--- src/rtl/ysyx_25060173_lsu_pkg.sv ---
// rtl/ysyx_25060173_lsu_pkg.sv - shared types and helpers for the load/store unit
// Contents: access size enum, FSM state enum, misalignment check.
package ysyx_25060173_lsu_pkg;

    typedef enum logic [1:0] {
        SZ_B = 2'd0,
        SZ_H = 2'd1,
        SZ_W = 2'd2,
        SZ_D = 2'd3
    } size_e;

    typedef enum logic [1:0] {
        ST_IDLE = 2'd0,
        ST_REQ  = 2'd1,
        ST_WAIT = 2'd2,
        ST_RESP = 2'd3
    } state_e;

    // Only the low three address bits matter for any legal size.
    function automatic logic misaligned(input logic [2:0] addr_lo, input size_e size);
        logic mis;
        case (size)
            SZ_B:    mis = 1'b0;
            SZ_H:    mis = addr_lo[0];
            SZ_W:    mis = |addr_lo[1:0];
            default: mis = |addr_lo;
        endcase
        return mis;
    endfunction

endpackage

--- src/rtl/ysyx_25060173_lsu_align.sv ---
// rtl/ysyx_25060173_lsu_align.sv - combinational lane steering for loads and stores
// Ports: off/size/is_unsigned select the lanes; mem_rdata -> load_data (extended);
//        st_wdata -> store_wdata (replicated) and store_wstrb (byte enables).
module ysyx_25060173_lsu_align
    import ysyx_25060173_lsu_pkg::*;
#(
    parameter int XLEN = 32,
    localparam int STRB_W = XLEN / 8,
    localparam int OFF_W = $clog2(STRB_W)
) (
    input  logic [OFF_W-1:0]  off,
    input  size_e             size,
    input  logic              is_unsigned,
    input  logic [XLEN-1:0]   mem_rdata,
    input  logic [XLEN-1:0]   st_wdata,
    output logic [XLEN-1:0]   load_data,
    output logic [XLEN-1:0]   store_wdata,
    output logic [STRB_W-1:0] store_wstrb
);

    logic [XLEN-1:0] shifted;
    logic [7:0]      strb_base;

    always_comb begin
        shifted = mem_rdata >> {off, 3'b000};
        case (size)
            SZ_B:    load_data = is_unsigned ? XLEN'(shifted[7:0])  : XLEN'($signed(shifted[7:0]));
            SZ_H:    load_data = is_unsigned ? XLEN'(shifted[15:0]) : XLEN'($signed(shifted[15:0]));
            SZ_W:    load_data = is_unsigned ? XLEN'(shifted[31:0]) : XLEN'($signed(shifted[31:0]));
            default: load_data = shifted;
        endcase
    end

    // Replicating the low bits across the word puts the data in every lane;
    // the strobes then pick which lanes the bus actually writes.
    always_comb begin
        case (size)
            SZ_B: begin
                store_wdata = {STRB_W{st_wdata[7:0]}};
                strb_base   = 8'h01;
            end
            SZ_H: begin
                store_wdata = {(XLEN/16){st_wdata[15:0]}};
                strb_base   = 8'h03;
            end
            SZ_W: begin
                store_wdata = {(XLEN/32){st_wdata[31:0]}};
                strb_base   = 8'h0F;
            end
            default: begin
                store_wdata = st_wdata;
                strb_base   = 8'hFF;
            end
        endcase
        store_wstrb = STRB_W'(strb_base) << off;
    end

endmodule

--- src/rtl/ysyx_25060173_lsu.sv ---
// rtl/ysyx_25060173_lsu.sv - multi-cycle load/store unit with valid/ready core and bus sides
// Ports: req_* core request in, resp_* response out, mem_* data bus, busy status.
// Flow: IDLE -> REQ -> WAIT -> RESP -> IDLE; bad requests skip straight to RESP.
module ysyx_25060173_lsu
    import ysyx_25060173_lsu_pkg::*;
#(
    parameter int XLEN    = 32,
    parameter int ADDR_W  = 32,
    parameter int TIMEOUT = 255
) (
    input  logic                clk,
    input  logic                reset,
    input  logic                req_valid,
    output logic                req_ready,
    input  logic                req_we,
    input  logic [1:0]          req_size,
    input  logic                req_unsigned,
    input  logic [ADDR_W-1:0]   req_addr,
    input  logic [XLEN-1:0]     req_wdata,
    output logic                resp_valid,
    input  logic                resp_ready,
    output logic [XLEN-1:0]     resp_rdata,
    output logic                resp_err,
    output logic                mem_req_valid,
    input  logic                mem_req_ready,
    output logic                mem_we,
    output logic [ADDR_W-1:0]   mem_addr,
    output logic [XLEN-1:0]     mem_wdata,
    output logic [XLEN/8-1:0]   mem_wstrb,
    input  logic                mem_resp_valid,
    input  logic [XLEN-1:0]     mem_rdata,
    output logic                busy
);

    localparam int STRB_W = XLEN / 8;
    localparam int OFF_W  = $clog2(STRB_W);
    localparam int CNT_W  = (TIMEOUT > 1) ? $clog2(TIMEOUT) : 1;
    localparam logic [CNT_W-1:0] CNT_LAST = CNT_W'((TIMEOUT > 0) ? TIMEOUT - 1 : 0);

    state_e              state_q, state_d;
    logic                we_q;
    size_e               size_q;
    logic                uns_q;
    logic [ADDR_W-1:0]   addr_q;
    logic [XLEN-1:0]     wdata_q;
    logic [XLEN-1:0]     rdata_q;
    logic                err_q;
    logic [CNT_W-1:0]    cnt_q;

    logic                accept;
    logic                bad_req;
    logic                timeout_hit;
    logic [XLEN-1:0]     load_data;
    logic [XLEN-1:0]     store_wdata;
    logic [STRB_W-1:0]   store_wstrb;

    assign accept      = req_valid && (state_q == ST_IDLE);
    assign bad_req     = misaligned(req_addr[2:0], size_e'(req_size))
                         || (req_size == 2'd3 && XLEN < 64);
    assign timeout_hit = (TIMEOUT != 0) && (cnt_q == CNT_LAST);

    ysyx_25060173_lsu_align #(.XLEN(XLEN)) u_align (
        .off         (addr_q[OFF_W-1:0]),
        .size        (size_q),
        .is_unsigned (uns_q),
        .mem_rdata   (mem_rdata),
        .st_wdata    (wdata_q),
        .load_data   (load_data),
        .store_wdata (store_wdata),
        .store_wstrb (store_wstrb)
    );

    always_ff @(posedge clk) begin
        if (reset) state_q <= ST_IDLE;
        else       state_q <= state_d;
    end

    always_comb begin
        state_d = state_q;
        case (state_q)
            ST_IDLE: if (accept) state_d = bad_req ? ST_RESP : ST_REQ;
            ST_REQ:  if (mem_req_ready) state_d = ST_WAIT;
            // A response arriving on the timeout cycle still counts as a response.
            ST_WAIT: if (mem_resp_valid || timeout_hit) state_d = ST_RESP;
            ST_RESP: if (resp_ready) state_d = ST_IDLE;
            default: state_d = ST_IDLE;
        endcase
    end

    always_ff @(posedge clk) begin
        if (reset) begin
            we_q    <= 1'b0;
            size_q  <= SZ_B;
            uns_q   <= 1'b0;
            addr_q  <= '0;
            wdata_q <= '0;
            rdata_q <= '0;
            err_q   <= 1'b0;
            cnt_q   <= '0;
        end else begin
            case (state_q)
                ST_IDLE: if (accept) begin
                    we_q    <= req_we;
                    size_q  <= size_e'(req_size);
                    uns_q   <= req_unsigned;
                    addr_q  <= req_addr;
                    wdata_q <= req_wdata;
                    rdata_q <= '0;
                    err_q   <= bad_req;
                    cnt_q   <= '0;
                end
                ST_REQ: if (mem_req_ready) cnt_q <= '0;
                ST_WAIT: begin
                    if (mem_resp_valid) begin
                        rdata_q <= we_q ? '0 : load_data;
                        err_q   <= 1'b0;
                    end else if (timeout_hit) begin
                        rdata_q <= '0;
                        err_q   <= 1'b1;
                    end else begin
                        cnt_q <= cnt_q + 1'b1;
                    end
                end
                default: ;
            endcase
        end
    end

    // Bus outputs are zero outside REQ so an idle LSU presents a quiet bus.
    always_comb begin
        req_ready     = (state_q == ST_IDLE);
        busy          = (state_q != ST_IDLE);
        mem_req_valid = (state_q == ST_REQ);
        mem_we        = mem_req_valid && we_q;
        mem_addr      = mem_req_valid ? {addr_q[ADDR_W-1:OFF_W], {OFF_W{1'b0}}} : '0;
        mem_wdata     = mem_we ? store_wdata : '0;
        mem_wstrb     = mem_we ? store_wstrb : '0;
        resp_valid    = (state_q == ST_RESP);
        resp_rdata    = resp_valid ? rdata_q : '0;
        resp_err      = resp_valid && err_q;
    end

endmodule
--- config.mk ---
export PLATFORM = sky130hd
export DESIGN_NAME = ysyx_25060173_lsu
export DESIGN_NICKNAME = d
export VERILOG_FILES = /design/src/rtl/ysyx_25060173_lsu_pkg.sv /design/src/rtl/ysyx_25060173_lsu_align.sv /design/src/rtl/ysyx_25060173_lsu.sv
export SDC_FILE = /design/constraint.sdc
export NUM_CORES = 1
export LEC_CHECK = 0
export CAP_MARGIN = 20
export CORE_ASPECT_RATIO = 1.5
export CORE_UTILIZATION = 45
export CTS_CLUSTER_DIAMETER = 100
export DETAILED_ROUTE_END_ITERATION = 6
export GPL_ROUTABILITY_DRIVEN = 0
export PLACE_DENSITY = 0.81
export RECOVER_POWER = 100
export SLEW_MARGIN = 25
export SYNTH_ARGS = -nofsm -noshare
export SYNTH_HDL_FRONTEND = slang
export SYNTH_SLANG_ARGS = --single-unit
--- constraint.sdc ---
create_clock -name clk -period 2.25 [get_ports clk]
set_clock_uncertainty 0.05 [all_clocks]
set_input_delay 0.45 -clock clk [delete_from_list [all_inputs] [get_ports clk]]
set_output_delay 0.45 -clock clk [all_outputs]
set_load 0.05 [all_outputs]
==> results of run 1 <==
per-stage QoR:
step | instance area [um2] | setup slack [ns] | setup TNS, ns | std cells | hold WS (ns)
after floorplan | 5710 | -0.174 | -0.831 | 716 | 0.374
after global placement | 9090 | -0.0190 | -0.0343 | 1057 | 0.388
after detailed placement | 9090 | -0.0825 | -0.439 | 1057 | 0.392
after CTS | 9470 | 0.0298 | 0 | 1073 | 0.293
after global routing | 9170 | 0.00467 | 0 | 1073 | 0.320
final | 9170 | 0.0578 | 0 | 1073 | 0.299
registers in the layout, indices dropped and copies added, names as in the netlist:
register  flops
addr_q       32
rdata_q      32
wdata_q      32
cnt_q         8
size_q        2
state_q       2
err_q         1
uns_q         1
we_q          1
area by class of cell:
| class | count | share of cell area |
|---|---|---|
| Clock buffer | 9 | 0.0246 |
| Timing Repair Buffer | 243 | 0.340 |
| Multi-Input combinational cell | 541 | 0.357 |
| Tap cell | 153 | 0.0209 |
| Sequential cell | 111 | 0.243 |
| Clock inverter | 7 | 0.0106 |
| Inverter | 9 | 0.00410 |
routing by layer:
metal  track usage  vias up
li1              -     2852
met1         0.315     2839
met2         0.536      309
met3        0.0504       68
met4         0.164        0
met5             0        -
critical path: cells and delay by family (launching register included):
kind | cells | cell delay [ns]
buffers and inverters | 3 | 0.60
flip-flops | 1 | 0.34
adder cells (fa/ha/maj) | 1 | 0.19
AO/OA/AOI/OAI | 1 | 0.11
AND/OR/NAND/NOR | 1 | 0.09
repair_timing:
item                       in CTS  in global routing
pin swaps                       0                  0
resized for setup              15                  7
hold buffers                    0                  0
setup endpoints to repair      26                  9
cloned                          0                  0
how the worst max path moves through the flow:
stage	from	endpoint	slack, ns	cells after the start
2_1_floorplan	state_q[1]	mem_wdata[14]	-0.17	5
3_3_place_gp	req_valid	cnt_q[3]	-0.02	5
3_5_place_dp	req_valid	cnt_q[7]	-0.08	6
4_1_cts	state_q[1]	mem_wdata[19]	0.03	6
5_1_grt	state_q[1]	mem_addr[7]	0.005	5
6_report	state_q[1]	mem_wdata[8]	0.06	6
cells in the mapped netlist (all sizes together), types with 9 or more instances:
| cell type | n |
|---|---|
| and2 | 65 |
| clkbuf | 37 |
| mux2i | 33 |
| a211o | 9 |
| buf | 18 |
| nand2 | 165 |
| nor2 | 40 |
| a21oi | 106 |
| inv | 9 |
| dfxtp | 111 |
| and3 | 9 |
| o21ai | 14 |
kinds of logic after synthesis:
kind of cell / synth area share
muxes: 0.0786
adders and majority gates: 0.0133
buffers and inverters: 0.0475
DFF: 0.394
and+or+nand+nor: 0.271
other: 0.000665
AOI/OAI and AO/OA: 0.195
power groups by stage:
stage	Sequential (mW)	Combinational [mW]	Clock [mW]
6_report	2.36	2.26	1.72
4_1_cts	2.35	2.33	1.73
3_3_place_gp	2.37	2.22	0
2_1_floorplan	2.32	1.41	0
3_5_place_dp	2.39	2.29	0
5_1_grt	2.38	2.44	1.80
==> flow_metrics.py, run 1 <==
metrics = {
    "worst_setup_path": {
        "reg2reg_slack_ns": 0.08,
        "rr_endpoint": "cnt_q[3]",
        "cp-start-kind": "register",
        "r2r_cells": 6,
        "crit_arrival_ns": 1.69,
        "slowest_stage": "dfxtp_2",
        "cp_max_fo": 11,
        "cp-end-kind": "output pin",
        "worstSetupPathType": "register to output pin",
        "crit_path_max_incr_delay_ns": 0.34,
        "required_ns": 1.75,
        "rr_startpoint": "state_q[0]",
        "worstPathCellList": "inv_1 -> ha_4 -> nand2_4 -> buf_4 -> a21oi_2 -> buf_2",
    },
    "synthesis": {
        "ys_types": 51,
        "seq_area_frac_synth": 0.394,
        "synth_area_leaders": "dfxtp_1, nand2_1, a21oi_1, and2_1, mux2i_1",
        "synth_edf_count": 0,
        "synthArstFlopShare": 0,
        "synthCells": 715,
        "syn_area_per_cell_um2": 7.88,
        "synth.top_cell.area_share": 0.394,
        "post_synth_instance_area_um2": 5640,
        "netlist.top_cell.by_area": "dfxtp_1",
        "yosys_warnings": 0,
        "synth_ff_type": "dfxtp_1",
        "synth_seq_cells": 111,
    },
    "detailed_routing": {
        "dr_wl_met2_mm": 10.0,
        "num_vias": 6068,
        "wl_met1_mm": 6.88,
        "drt_iter0_markers": 259,
        "drc": 0,
        "wl_mm": 19.1,
        "routed.top_layer": "met4",
        "wire_per_inst_um": 17.8,
        "via_per_inst": 5.66,
        "dr.pass1.iters": 4,
        "route.met3.wl_mm": 1.28,
        "drtAntennaViolNets": 0,
    },
    "power_and_ir_drop": {
        "p_leak_nw": 3.48,
        "p_seq_frac": 0.372,
        "power.internal_mw": 4.07,
        "vdd_drop_max_uv": 414,
        "pwr-share-comb": 0.357,
        "p_per_area_nw_per_um2": 691,
        "clockPowerShare": 0.271,
        "p_sw_mw": 2.27,
        "finalPower_mw": 6.34,
        "p_sw_frac": 0.358,
    },
    "die": {
        "core-area_um2": 12100,
        "start_util": 0.467,
        "die_w_um": 93.4,
        "placementRows": 49,
        "die_h_um": 139,
        "io_pins": 212,
        "dieArea_um2": 13000,
    },
    "clock_tree": {
        "clock-sinks": 111,
        "cts_tree": "done",
        "cts_root_buffer": "clkbuf_16",
        "numCtsBuffers": 9,
        "htree_levels": 3,
        "clk_pin_slew_ns": 0.07,
        "post-cts-setup-buffer-count": 0,
        "clk_path_buf_depth": 2,
        "insertion_delay_ns": 0.35,
    },
    "sta": {
        "rsz0062_at_grt": "no",
        "slew_headroom": 0.599,
        "setup_viol": 0,
        "post-route-min-period_ns": 2.19,
        "final_hold_viol_count": 0,
        "slew_viol_final": 0,
        "worst_slew_pin_slew_ns": 0.599,
        "period_share": 0.974,
        "fmax_mhz": 456,
    },
    "cells_and_area": {
        "nFillCells": 809,
        "final_util": 0.759,
        "final_common_cell": "nand2_1",
        "final_cell_mix": "nand2_1, dfxtp_1, clkdlybuf4s50_1, a21oi_1, buf_12",
        "multi_input_area_um2": 3270,
        "layout.nets": 1027,
        "antenna_cells": 0,
        "area_growth_pct": 62.6,
        "drive_gt1_frac": 0.227,
        "regArea_um2": 2220,
    },
    "outcome": {
        "outcome": "finished, final reports clean",
    },
    "flow_run": {
        "cap_violations": 0,
    },
    "min_path": {
        "hold_path_startpoint": "reset",
        "holdPathStages": 2,
        "min_to": "rdata_q[5]",
        "holdCritPathClass": "input port to register",
    },
    "grt": {
        "grt_usage": 0.295,
        "grt_pass1_wl_mm": 30.3,
        "grt_pass1_vias": 6135,
        "antenna_found_initial": 0,
        "grt_max_degree": 64,
        "overflow": 0,
    },
    "placed_design": {
        "numPortBuffers": 209,
        "dp_hpwl_mm": 14.1,
    },
}
(Power assumes the default switching activity.)
==> run 2, diff against run 1 <==
--- a/config.mk
+++ b/config.mk
@@ -5,7 +5,6 @@
 export SDC_FILE = /design/constraint.sdc
 export NUM_CORES = 1
 export LEC_CHECK = 0
-export CAP_MARGIN = 20
 export CORE_ASPECT_RATIO = 1.5
 export CORE_UTILIZATION = 45
 export CTS_CLUSTER_DIAMETER = 100
==> results of run 2 <==
Final layout, timing and power as in run 1 (identical DEF).
==> run 3, diff against run 2 <==
--- a/config.mk
+++ b/config.mk
@@ -8,8 +8,10 @@
 export CORE_ASPECT_RATIO = 1.5
 export CORE_UTILIZATION = 45
 export CTS_CLUSTER_DIAMETER = 100
+export CTS_CLUSTER_SIZE = 25
 export DETAILED_ROUTE_END_ITERATION = 6
 export GPL_ROUTABILITY_DRIVEN = 0
+export MAX_ROUTING_LAYER = met4
 export PLACE_DENSITY = 0.81
 export RECOVER_POWER = 100
 export SLEW_MARGIN = 25
==> flow_metrics.py, run 3 (same netlist as run 1, synthesis figures left out) <==
metrics = {
    "cells_and_area": {
        "antenna_cells": 0,
        "top_regs": "addr_q (32), rdata_q (32), wdata_q (32)",
        "layout.nets": 1027,
        "drive_gt1_frac": 0.227,
        "layoutNonFillerInstCount": 1073,
        "area_growth_pct": 62.6,
        "final_util": 0.759,
        "final_cell_mix": "nand2_1, dfxtp_1, clkdlybuf4s50_1, a21oi_1, buf_12",
        "final_common_cell": "nand2_1",
        "design_area_um2": 9170,
    },
    "grt": {
        "grt_util_met2": 0.538,
        "grt_pass1_vias": 6152,
        "gr-usage-met3": 0.0433,
        "grt_max_degree": 64,
        "overflow": 0,
        "busiest_layer": "met2",
        "antenna_found_initial": 0,
        "use_met1": 0.317,
        "grt_pass1_wl_mm": 30.2,
        "grt_usage": 0.303,
    },
    "clock_tree": {
        "cts_root_buffer": "clkbuf_16",
        "clk_pin_slew_ns": 0.07,
        "htree_levels": 3,
        "post-cts-setup-buffer-count": 0,
        "insertion_delay_ns": 0.35,
        "cts_tree": "done",
        "clock-sinks": 111,
        "numCtsBuffers": 9,
        "clk_path_buf_depth": 2,
    },
    "sta": {
        "final_hold_viol_count": 0,
        "setup_viol": 0,
        "period_share": 0.976,
        "worst_slew_pin_slew_ns": 0.591,
        "whs_ns": 0.301,
        "fmax_mhz": 455,
        "slew_headroom": 0.605,
        "rsz0062_at_grt": "no",
        "post-route-min-period_ns": 2.20,
        "slew_viol_final": 0,
    },
    "detailed_routing": {
        "dr.pass1.iters": 5,
        "drc": 0,
        "drtAntennaViolNets": 0,
        "num_vias": 6113,
        "wl_mm": 19.2,
        "drt_iter0_markers": 321,
        "wire_per_inst_um": 17.9,
        "via_per_inst": 5.70,
    },
    "worst_setup_path": {
        "worstSetupPathType": "register to output pin",
        "worst-path-buf-inv": 3,
        "cp-start-kind": "register",
        "crit_arrival_ns": 1.70,
        "cp-end-kind": "output pin",
        "rr_startpoint": "state_q[0]",
        "reg2reg_slack_ns": 0.08,
        "crit_path_max_incr_delay_ns": 0.35,
        "slowest_stage": "dfxtp_2",
        "cp_max_fo": 11,
        "critPathLaunch": "state_q[1]",
        "rr_endpoint": "cnt_q[3]",
        "r2r_cells": 6,
        "crit_family": "buffers and inverters",
        "crit_cells": 6,
        "crit_path_end": "mem_wdata[8]",
        "worstPathCellList": "inv_1 -> ha_4 -> nand2_4 -> buf_4 -> a21oi_2 -> buf_2",
        "required_ns": 1.75,
    },
    "power_and_ir_drop": {
        "p_per_area_nw_per_um2": 693,
        "vdd_drop_max_uv": 417,
        "p_leak_nw": 3.48,
    },
    "placed_design": {
        "placed_area_um2": 9090,
        "dp_hpwl_mm": 14.1,
        "numPortBuffers": 209,
        "numPlacedInstances": 1057,
    },
    "min_path": {
        "holdCritPathClass": "input port to register",
    },
    "die": {
        "die_h_um": 139,
        "start_util": 0.467,
        "die_w_um": 93.4,
        "placementRows": 49,
        "dieArea_um2": 13000,
        "io_pins": 212,
        "core-area_um2": 12100,
    },
    "flow_run": {
        "cap_violations": 0,
    },
    "outcome": {
        "outcome": "finished, final reports clean",
    },
}
==> run 3: worst reg2reg max path, cell delays in order (launching register included) <==
cell and delay (ns):
dfxtp_2 0.38, inv_1 0.08, ha_1 0.29, and2_2 0.28, a21o_2 0.29, or4_1 0.54
a21oi_2 0.19
==> run 3: what timing repair did <==
item / in CTS / in global routing
resized for setup: 15 / 7
cloned: 0 / 0
hold buffers: 0 / 0
endpoints found under the hold margin: 0 / 0
setup endpoints to repair: 26 / 9
==> run 3: final cells by class <==
cell class              instances  area (um2)
clock buffers                   9         225
clock inverters                 7        97.6
fillers                       809        2910
inverters                       9        37.5
multi-input cells             541        3270
flip-flops and latches        111        2220
well taps                     153         191
repair buffers                243        3120
==> run 3: worst min path at each step <==
stage / startpoint / to / slack [ns] / depth (start not counted)
after floorplan: rdata_q[10] / rdata_q[10] / 0.37 / 1
after global placement: addr_q[21] / addr_q[21] / 0.39 / 2
after detailed placement: addr_q[9] / addr_q[9] / 0.39 / 2
after CTS: reset / rdata_q[5] / 0.29 / 2
after global routing: reset / rdata_q[5] / 0.32 / 2
final: reset / rdata_q[5] / 0.30 / 2
==> run 3: metrics by stage <==
step	TNS, ns	setup slack [ns]	power (mW)
floorplan	-0.831	-0.174	3.73
global placement	-0.0343	-0.0190	4.59
detailed placement	-0.439	-0.0825	4.68
CTS	0	0.0298	6.41
global route	0	0.00464	6.62
finish	0	0.0531	6.35
==> run 3: routing by layer <==
layer	up-vias	part of all wire
li1	2852	-
met1	2881	0.36
met4	0	0.051
met5	-	0
met2	308	0.52
met3	72	0.066
==> run 3: report_power, final <==
part           switching, mW  total, mW  internal (mW)
Combinational           1.36       2.27          0.902
Sequential             0.168       2.36           2.19
Clock                  0.748       1.73          0.978
Total                   2.28       6.35           4.07
